**config.mk**
```make
export PLATFORM = sky130hd
export DESIGN_NAME = gray_counter_ud
export DESIGN_NICKNAME = d
export VERILOG_FILES = /design/src/rtl/gray_pkg.sv /design/src/rtl/gray_step_checker.sv /design/src/rtl/gray_counter_ud.sv
export SDC_FILE = /design/constraint.sdc
export NUM_CORES = 1
export LEC_CHECK = 0
export ABC_AREA = 1
export CAP_MARGIN = 20
export CORE_MARGIN = 5
export CORE_UTILIZATION = 48
export CTS_BUF_LIST = sky130_fd_sc_hd__clkbuf_4
export DETAILED_ROUTE_END_ITERATION = 6
export PLACE_DENSITY = 0.77
export RECOVER_POWER = 25
export SLEW_MARGIN = 25
export SYNTH_ARGS = -nofsm -noshare
export SYNTH_HDL_FRONTEND = slang
export SYNTH_SLANG_ARGS = --single-unit
```
**constraint.sdc**
```tcl
create_clock -name clk -period 5 [get_ports clk]
set_input_delay 0.5 -clock clk [delete_from_list [all_inputs] [get_ports clk]]
set_output_delay 0.5 -clock clk [all_outputs]
set_load 0.05 [all_outputs]
```
**src/rtl/gray_pkg.sv**
```systemverilog
// Shared Gray-code helpers for the up/down counter and the CDC FIFO pointer logic.
// Functions work on GRAY_MAX_WIDTH-bit values; narrower callers zero-extend.
package gray_pkg;

  localparam int GRAY_MAX_WIDTH = 32;

  function automatic logic [GRAY_MAX_WIDTH-1:0] bin2gray(input logic [GRAY_MAX_WIDTH-1:0] b);
    return b ^ (b >> 1);
  endfunction

  // Prefix XOR from the MSB down; zero-extended inputs decode correctly.
  function automatic logic [GRAY_MAX_WIDTH-1:0] gray2bin(input logic [GRAY_MAX_WIDTH-1:0] g);
    logic [GRAY_MAX_WIDTH-1:0] b;
    b[GRAY_MAX_WIDTH-1] = g[GRAY_MAX_WIDTH-1];
    for (int i = GRAY_MAX_WIDTH - 2; i >= 0; i--) begin
      b[i] = b[i+1] ^ g[i];
    end
    return b;
  endfunction

  function automatic logic onehot_diff(input logic [GRAY_MAX_WIDTH-1:0] a,
                                       input logic [GRAY_MAX_WIDTH-1:0] b);
    logic [GRAY_MAX_WIDTH-1:0] x;
    x = a ^ b;
    return (x != '0) && ((x & (x - 1)) == '0);
  endfunction

endpackage

```
**src/rtl/gray_step_checker.sv**
```systemverilog
// Sticky monitor that flags any Gray step changing other than exactly one bit.
module gray_step_checker
  import gray_pkg::*;
#(
  parameter int WIDTH = 12
) (
  input  logic             clk,
  input  logic             rst_n,
  input  logic             step_valid,
  input  logic [WIDTH-1:0] gray_prev,
  input  logic [WIDTH-1:0] gray_next,
  output logic             err
);

  logic step_ok;

  always_comb begin
    step_ok = onehot_diff(GRAY_MAX_WIDTH'(gray_prev), GRAY_MAX_WIDTH'(gray_next));
  end

  always_ff @(posedge clk) begin
    if (!rst_n) begin
      err <= 1'b0;
    end else if (step_valid && !step_ok) begin
      err <= 1'b1;
    end
  end

endmodule

```
**src/rtl/gray_counter_ud.sv**
```systemverilog
// Parametrised up/down Gray counter with load, aligned binary mirror,
// zero-landing pulse and an independent single-bit-change checker.
module gray_counter_ud
  import gray_pkg::*;
#(
  parameter int WIDTH = 12
) (
  input  logic             clk,
  input  logic             rst_n,
  input  logic             en,
  input  logic             dir,
  input  logic             load,
  input  logic [WIDTH-1:0] load_val,
  output logic [WIDTH-1:0] bin_cnt,
  output logic [WIDTH-1:0] gray_cnt,
  output logic             sig,
  output logic             err
);

  logic [WIDTH-1:0] bin_next;
  logic [WIDTH-1:0] gray_next;
  logic             step;

  always_comb begin
    step     = en && !load;
    bin_next = bin_cnt;
    if (load) begin
      bin_next = load_val;
    end else if (en) begin
      bin_next = dir ? bin_cnt + 1'b1 : bin_cnt - 1'b1;
    end
    gray_next = WIDTH'(bin2gray(GRAY_MAX_WIDTH'(bin_next)));
  end

  // Gray is its own register so the checker sees the real Gray state, not a decode of bin_cnt.
  always_ff @(posedge clk) begin
    if (!rst_n) begin
      bin_cnt  <= '0;
      gray_cnt <= '0;
      sig      <= 1'b0;
    end else begin
      bin_cnt  <= bin_next;
      gray_cnt <= gray_next;
      sig      <= step && (gray_next == '0);
    end
  end

  gray_step_checker #(
    .WIDTH(WIDTH)
  ) u_checker (
    .clk       (clk),
    .rst_n     (rst_n),
    .step_valid(step),
    .gray_prev (gray_cnt),
    .gray_next (gray_next),
    .err       (err)
  );

endmodule

```
Word level (Yosys, flattened, before mapping)
Cells that the tools add are included.
{"block": "classes", "bitwise": 3, "n_addsub": 3, "mux": 3, "reduce_logical": 9}
{"op": "$mux 12", "n": 3}
{"op": "$and 32x32->32", "n": 1}
{"op": "$logic_not 32->1", "n": 1}
{"op": "$reduce_bool 32->1", "n": 1}
{"op": "$sub 32x1->32 const B", "n": 1}
{"op": "$add 12x1->12 const B", "n": 1}
{"op": "$logic_not 12->1", "n": 1}
{"op": "$sub 12x1->12 const B", "n": 1}
{"op": "$xor 12x11->12", "n": 1}
{"op": "$xor 12x12->12", "n": 1}
{"op": "$logic_and 1x1->1", "n": 4}
{"op": "$logic_not 1->1", "n": 2}
{"block": "word_totals", "regBits": 26, "input_bits": 17, "elab_cells": 22}

Longest topological paths before layout
Gate-level depths: netlist of run 1.
{"block": "depth", "depth_word": 12, "ltp_mapped": 25, "ltp_nobuf": 25}

Hierarchy
Synthesis of run 1 repeated with hierarchy kept, for this count alone.
{"block": "unflattened", "hier_cells": 417, "hier_area_um2": 2372.3}
{"mod": "gray_counter_ud", "instances": 1, "area_each_um2": 1774.2, "seq_area_each_um2": 480.5, "cells_per_inst": 285}
{"mod": "gray_step_checker", "instances": 1, "area_each_um2": 598.1, "seq_area_each_um2": 20.0, "cells_per_inst": 132}

Least setup slack after synthesis of run 1
No wires, ideal clock.
{"block": "synth_timing", "path_kind": "reg2reg", "startpoint": "reg bin_cnt[0]", "endpoint": "reg u_checker.err", "stages_incl_launch_ff": 25, "path_buffers": 0, "setup_time_ps": 113, "t_arrival_ps": 2912, "required_time_ps": 4887, "slack_ps": 1975, "path_cell_list": "dfxtp_1 inv_1 fa_1 inv_1 nand2_1 nand2_1 nand3_2 nand2_1 nand2_1 nand2_1 nand2_1 nand3_1 nand2_1 nand2_1 inv_2 ha_1 xor2_1 nor2_1 nand2_1 nor2_1 nor2_1 nor2_1 nand2_1 nand2_1 nand2_1"}
{"block": "synth_via", "elab_chain_cells": 12, "word_cells_on_any_way": 14, "cone_classes": "3 x add/sub; 3 x mux; 3 x bitwise; 5 x reduce/logical"}
{"item": "start: declaration", "line": "gray_counter_ud.sv:14", "rtl": "output logic [WIDTH-1:0] bin_cnt,"}
{"item": "start signal: assignment", "line": "gray_counter_ud.sv:42", "rtl": "bin_cnt <= bin_next;"}
{"item": "$sub 12x1->12 / $add 12x1->12 (equally long branches)", "line": "gray_counter_ud.sv:30", "rtl": "bin_next = dir ? bin_cnt + 1'b1 : bin_cnt - 1'b1;"}
{"item": "$mux 12 (*)", "line": "gray_counter_ud.sv:30"}
{"item": "$mux 12 (*)", "line": "gray_counter_ud.sv:29", "rtl": "end else if (en) begin"}
{"item": "$mux 12 (*)", "line": "gray_counter_ud.sv:27", "rtl": "if (load) begin"}
{"item": "$xor 12x11->12 (*)", "line": "gray_pkg.sv:8", "rtl": "return b ^ (b >> 1);"}
{"item": "named net gray_next[10]", "line": "gray_counter_ud.sv:21", "rtl": "logic [WIDTH-1:0] gray_next;"}
{"item": "$xor 12x12->12 (*)", "line": "gray_pkg.sv:24", "rtl": "x = a ^ b;"}
{"item": "$sub 32x1->32", "line": "gray_pkg.sv:25", "rtl": "return (x != '0) && ((x & (x - 1)) == '0);"}
{"item": "$and 32x32->32", "line": "gray_pkg.sv:25"}
{"item": "$logic_not 32->1", "line": "gray_pkg.sv:25"}
{"item": "$logic_and 1x1->1 (*)", "line": "gray_pkg.sv:25"}
{"item": "$logic_not 1->1 (*)", "line": "gray_step_checker.sv:24", "rtl": "end else if (step_valid && !step_ok) begin"}
{"item": "$logic_and 1x1->1 (*)", "line": "gray_step_checker.sv:24"}
{"item": "end signal: assignment", "line": "gray_step_checker.sv:23", "rtl": "err <= 1'b0;"}
{"item": "end signal: assignment", "line": "gray_step_checker.sv:25", "rtl": "err <= 1'b1;"}
{"item": "end: declaration", "line": "gray_step_checker.sv:12", "rtl": "output logic err"}
The timed path passes the listed nets; every way through them passes the cells marked *.
A chain may end at the register's enable or synchronous reset.

Worst setup path after layout of run 1
{"block": "layout_timing", "startpoint": "in dir", "endpoint": "reg u_checker.err"}
{"block": "layout_via", "elab_chain_cells": 11, "word_cells_on_any_way": 12, "cone_classes": "1 x add/sub; 3 x mux; 3 x bitwise; 5 x reduce/logical"}
{"item": "start: declaration", "line": "gray_counter_ud.sv:11", "rtl": "input logic dir,"}
{"item": "$mux 12 (*)", "line": "gray_counter_ud.sv:30"}
{"item": "$mux 12 (*)", "line": "gray_counter_ud.sv:29"}
{"item": "$mux 12 (*)", "line": "gray_counter_ud.sv:27"}
{"item": "$xor 12x11->12 (*)", "line": "gray_pkg.sv:8"}
{"item": "named net gray_next[10]", "line": "gray_counter_ud.sv:21"}
{"item": "$xor 12x12->12 (*)", "line": "gray_pkg.sv:24"}
{"item": "$sub 32x1->32", "line": "gray_pkg.sv:25"}
{"item": "$and 32x32->32", "line": "gray_pkg.sv:25"}
{"item": "$logic_not 32->1", "line": "gray_pkg.sv:25"}
{"item": "$logic_and 1x1->1 (*)", "line": "gray_pkg.sv:25"}
{"item": "$logic_not 1->1 (*)", "line": "gray_step_checker.sv:24"}
{"item": "$logic_and 1x1->1 (*)", "line": "gray_step_checker.sv:24"}
Marks and branches as above.

==> results of run 1 <==
==> metrics by stage <==
stage	cell area, um^2	std cells	total power [mW]	hold WS (ps)
6_report	2840	525	0.728	463
5_1_grt	2840	525	0.791	531
3_3_place_gp	2810	521	0.627	457
3_5_place_dp	2810	521	0.632	452
4_1_cts	2840	525	0.734	475
2_1_floorplan	2350	419	0.533	598
==> worst min-delay path: stages, from the launching register on <==
cell and delay, ps:
dfxtp_1 340, nand2_1 50, nand2_1 40
==> final cells by class <==
type | instances | area share
Tap cell | 67 | 0.0295
Multi-Input combinational cell | 330 | 0.561
Clock buffer | 4 | 0.0106
Timing Repair Buffer | 42 | 0.148
Sequential cell | 25 | 0.176
Inverter | 57 | 0.0753
==> logic make-up after synthesis <==
family          Yosys count  share of synthesized area
compound gates           20                     0.0538
xor+xnor                  3                     0.0112
flops                    25                      0.213
fa+ha+maj                12                     0.0671
simple gates            295                      0.545
buf+inv                  64                      0.110
==> cell usage in the layout (no fill, tap or decap), types with 10 or more instances in the layout <==
cell type        instances
nand2_1                146
nor2_1                  59
ha_1                    11
a21oi_1                 10
dlygate4sd3_1           11
nand3_1                 57
nand2_2                 15
inv_1                   53
clkdlybuf4s50_1         31
dfxtp_1                 25
==> state kept, by name (all words and copies together), names as in the netlist <==
| register | cells |
|---|---|
| sig | 1 |
| gray_cnt | 11 |
| bin_cnt | 12 |
| u_checker.err | 1 |
==> metal layers <==
layer | vias to the layer above | track usage | wire length [um]
li1 | 1390 | - | -
met1 | 1142 | 0.260 | 2790
met2 | 81 | 0.344 | 2710
met3 | 9 | 0.0406 | 414
met4 | 0 | 0.0490 | 77
met5 | - | 0 | 0
==> final timing paths <==
check | startpoint | end | slack [ps] | depth (start not counted)
worst max-delay path | dir | u_checker.err | 1480 | 25
worst max register to register | bin_cnt[0] | u_checker.err | 1960 | 24
worst min-delay path | u_checker.err | u_checker.err | 460 | 2
worst min register to register | u_checker.err | u_checker.err | 460 | 2
==> power by group <==
group | internal, mW | switching [mW] | leakage, nW | total (mW)
clock network | 0.0367 | 0.0653 | 0.0184 | 0.102
logic | 0.132 | 0.259 | 1.29 | 0.391
registers | 0.218 | 0.0171 | 0.208 | 0.235
total | 0.387 | 0.341 | 1.52 | 0.728
==> synthesized netlist by cell type <==
cell | n | share of area
a21boi_1 | 1 | 0.0032
a21boi_2 | 1 | 0.0048
a21oi_1 | 10 | 0.021
a21oi_2 | 3 | 0.011
a221oi_1 | 1 | 0.0037
buf_2 | 2 | 0.0043
buf_4 | 2 | 0.0064
buf_6 | 1 | 0.0048
clkbuf_1 | 2 | 0.0032
dfxtp_1 | 25 | 0.21
fa_1 | 1 | 0.0085
ha_1 | 11 | 0.059
inv_1 | 52 | 0.083
inv_2 | 5 | 0.0080
nand2_1 | 146 | 0.23
nand2_2 | 15 | 0.040
nand3_1 | 57 | 0.12
nand3_2 | 3 | 0.013
nand3b_1 | 3 | 0.0096
nand4_1 | 4 | 0.011
nor2_1 | 59 | 0.094
nor2_2 | 3 | 0.0080
nor2_4 | 1 | 0.0048
nor3_1 | 1 | 0.0021
o21ai_0 | 3 | 0.0064
o21bai_1 | 1 | 0.0032
or2_2 | 2 | 0.0053
or2_4 | 1 | 0.0037
xnor2_1 | 2 | 0.0075
xor2_1 | 1 | 0.0037
==> metrics.txt, run 1 <==
Mapped Cells=419; Util after Layout=0.598; worst endpoint required time=5240 ps; n_diodes=0; Starting Density=0.494; flip-flop and latch area=500 um^2; die extent in y=80.0 um; Clock Skews=1.56 ps; PD cells=256 mW/mm^2; Yosys Warn Count=0; fillers=490; DRT Pass-1 Iters=5; Setup Buffers After CTS=0; Via density=4.99; Period minus WS final=3520 ps; CTS root buf=clkbuf_4; Crit path top cell by count=nand2_1; Clock transition at path regs=140 ps; fin. max-slew vios=0; DRC viols=0; Mapped Area=0.00235 mm^2; DRT Wirelength=6000 um; Starting DRT DRC Count=140; slew at the pin closest to its max-slew limit=868 ps; post-cts sizing count=0; crit path buf inv count=4; peak supply drop=0.175 mV; fin crit share=0.705; largest net degree at the start of global routing=24; Post-DRT Antenna Nets=0; CP top delay family=simple AND/OR/NAND/NOR gates; Synth Register Bits=25; TritonCTS clock tree=yes; Setup Total Neg Slack=0 ps; die area=0.00640 mm^2; CP endpoint kind=flop; Synth Net Count=448; Chip Width=80.0 um; Hold Path Class=flop to flop; CP Launch Type=input pin; RSZ-0062 raised after global routing=false; Layout Nets=488; vias in the first global route=2,463; first-pass GRT wire length=10,500 um; final setup fails=0; Skew-Pair Late Insertion Delay=330 ps; Bufs on Longest Clock Path=2; Netlist cell types=30; Port Buf Inserts=42; CTS H-Tree Depth=1; total grt overflow=0; multi-input logic area=0.00159 mm^2; WL per Instance=11.4 um; Via Count=2,622; Core Box Area=0.00475 mm^2; CTS Buf Count=3; clock sinks=25; maxcap violations=0; GRT Total Usage=0.202; initial antenna violation count=0; final hold vios=0; status=finished, final reports clean; arrival time at the worst endpoint=3770 ps; share of cells above drive strength 1=0.0808; syn_area_per_cell=5.61 um^2; slowest stage delay, CP=560 ps; Detailed Place HPWL=4840 um; global placer's final weighted congestion=0.974; fin worst setup slack=1480 ps; # IOs=43; Slew HR=0.420; register area share after synthesis=0.213; Place WS=1150 ps; Placement Rows=25; Hold-fix buffers, CTS=0; Layout Area Growth over Synthesis=20.9%; Max stage delay cell, worst path=clkdlybuf4s50_1; leakage power=1.52 nW; crit path max fanout=10; crit path kind=input pin to flop; fmax=284 MHz
No activity file was read; power rests on OpenSTA's default activity.
==> run 2: changes to the inputs <==
==> constraint.sdc (replaced) <==
create_clock -name clk -period 3.67 [get_ports clk]
set_input_delay 0.367 -clock clk [delete_from_list [all_inputs] [get_ports clk]]
set_output_delay 0.367 -clock clk [all_outputs]
set_load 0.05 [all_outputs]
==> metrics.txt, run 2 (synthesis gave the netlist of run 1 again) <==
fin worst setup slack=526 ps (-950 ps); share of cells above drive strength 1=0.0803 (-0.000526); die area=0.00640 mm^2 (unchanged); Setup Total Neg Slack=0 ps (unchanged); Via Count=2,644 (+0.84%); total grt overflow=0 (unchanged); Comb power frac=0.538 (about the same); RSZ-0062 raised after global routing=false; Hold Path Class=flop to flop; largest net degree at the start of global routing=24 (unchanged); Placement Rows=25 (unchanged); crit path buf inv count=4 (unchanged); Core Box Area=0.00475 mm^2 (unchanged); fin crit share=0.857; Slew HR=0.486 (+0.0658); DRT Wirelength=6010 um (+0.17%); Flop pwr share=0.325 (+0.002); fin. max-slew vios=0 (unchanged); maxcap violations=0 (unchanged); Crit path top cell by count=nand2_1; CP top delay family=simple AND/OR/NAND/NOR gates; Starting Density=0.494 (unchanged); Place WS=174 ps (-977 ps); Port Buf Inserts=42 (unchanged); Max stage delay cell, worst path=clkdlybuf4s50_1; final hold vios=0 (unchanged); commonest non-fill, non-tap cell in the layout=nand2_1; DRT Pass-1 Iters=4 (-1); Clock Skews=3.88 ps (+2.32 ps); DRC viols=0 (unchanged); fillers=502 (+2.4%); Top reg by flops=bin_cnt; CP endpoint kind=flop; Layout Nets=491 (+0.61%); vias in the first global route=2,331 (-5.4%); PD cells=346 mW/mm^2 (+35%); Post-DRT Antenna Nets=0 (unchanged); Skew-Pair Late Insertion Delay=320 ps (about the same); dpl cells=524 (+0.58%); Clock transition at path regs=140 ps (about the same); Util after Layout=0.601 (+0.00316); CP Launch Type=input pin; peak supply drop=0.226 mV (+29%); global placer's final weighted congestion=0.889 (-8.7%); crit path max fanout=10 (unchanged); commonest non-fill, non-tap cells in the layout=149 x nand2_1, 59 x nor2_1, 57 x nand3_1; final instance area=0.00286 mm^2 (+0.53%); final setup fails=0 (unchanged); CTS H-Tree Depth=1 (unchanged); Bufs on Longest Clock Path=2 (unchanged); Net Sw Frac=0.465 (-0.00389); leakage power=1.53 nW (+0.51%); Power Total=0.990 mW (+36%); slowest stage delay, CP=470 ps (-90 ps); arrival time at the worst endpoint=3380 ps (-390 ps); dpl cell area=0.00283 mm^2 (+0.80%); Cell Int Power=0.529 mW (+37%); Detailed Place HPWL=4850 um (+0.30%); net switching power=0.460 mW (+35%); Worst Hold Slack=452 ps (-11.1 ps); WL per Instance=11.4 um (-0.40%); post-cts sizing count=0 (unchanged); final non-filler cell total=528 (+0.57%); Setup Buffers After CTS=0 (unchanged); Starting DRT DRC Count=137 (-2.1%); Largest register FFs=12 (unchanged); Period minus WS final=3140 ps; clock sinks=25 (unchanged); worst endpoint required time=3910 ps (-1330 ps); Layout Area Growth over Synthesis=21.5%; clock power share=0.137 (-0.003); status=finished, final reports clean; TritonCTS clock tree=yes; Hold-fix buffers, CTS=0 (unchanged); GRT Total Usage=0.195 (-0.00733); # IOs=43 (unchanged); Top Registers=bin_cnt x12, gray_cnt x11; initial antenna violation count=0 (unchanged); first-pass GRT wire length=10,100 um (-3.2%); die extent in y=80.0 um (unchanged); slew at the pin closest to its max-slew limit=771 ps (-96.8 ps); n_diodes=0 (unchanged); CTS Buf Count=3 (unchanged); crit path kind=input pin to flop; fmax=318 MHz; Chip Width=80.0 um (unchanged); Via density=5.01 (+0.27%); CTS root buf=clkbuf_4
[run 2: changes by cell type in the layout (fill, tap and decap cells not counted), sizes merged]
cell	delta
dlygate4sd3	-4
clkdlybuf4s50	+4
buf	+3
[run 2: worst reg2reg max path: stages (launching register included)]
cell	delay, ps
dfxtp_1	480
inv_1	100
fa_1	430
inv_1	70
nand2_1	80
nand2_1	140
nand3_2	100
nand2_1	90
nand2_1	80
nand2_1	60
nand2_1	40
nand3_1	60
nand2_1	50
nand2_1	90
inv_2	60
ha_1	330
xor2_1	180
nor2_1	110
nand2_1	50
nor2_1	100
nor2_1	50
nor2_1	70
nand2_1	60
nand2_1	50
nand2_1	40
[run 2: routing by layer]
metal | up-vias | track usage | part of all wire
met5 | - | 0 | 0
met3 | 6 | 0.0406 | 0.054
met4 | 0 | 0.0304 | 0.0092
met2 | 67 | 0.344 | 0.46
li1 | 1393 | - | -
met1 | 1178 | 0.246 | 0.47
[run 2: area by class of cell]
type	count	area [um^2]	share of cell area
multi-input combinational	330	1590	0.555
timing repair buffer	45	443	0.155
tap	67	83.8	0.0293
inverter	57	214	0.0749
clock buffer	4	30.0	0.0105
sequential	25	500	0.175
[run 2: path summary, 6_finish.rpt]
| check | from | cells after the start | slack (ps) | endpoint |
|---|---|---|---|---|
| max | dir | 25 | 530 | u_checker.err |
| min | u_checker.err | 2 | 450 | u_checker.err |
| min reg2reg | u_checker.err | 2 | 450 | u_checker.err |
| max reg2reg | bin_cnt[0] | 24 | 620 | u_checker.err |
[run 2: power groups by stage]
stage | combinational (mW) | clock [mW] | sequential (mW)
after floorplan | 0.316 | 0 | 0.410
after global placement | 0.527 | 0 | 0.327
after global routing | 0.595 | 0.155 | 0.325
after CTS | 0.537 | 0.144 | 0.322
after detailed placement | 0.534 | 0 | 0.327
final | 0.532 | 0.136 | 0.321
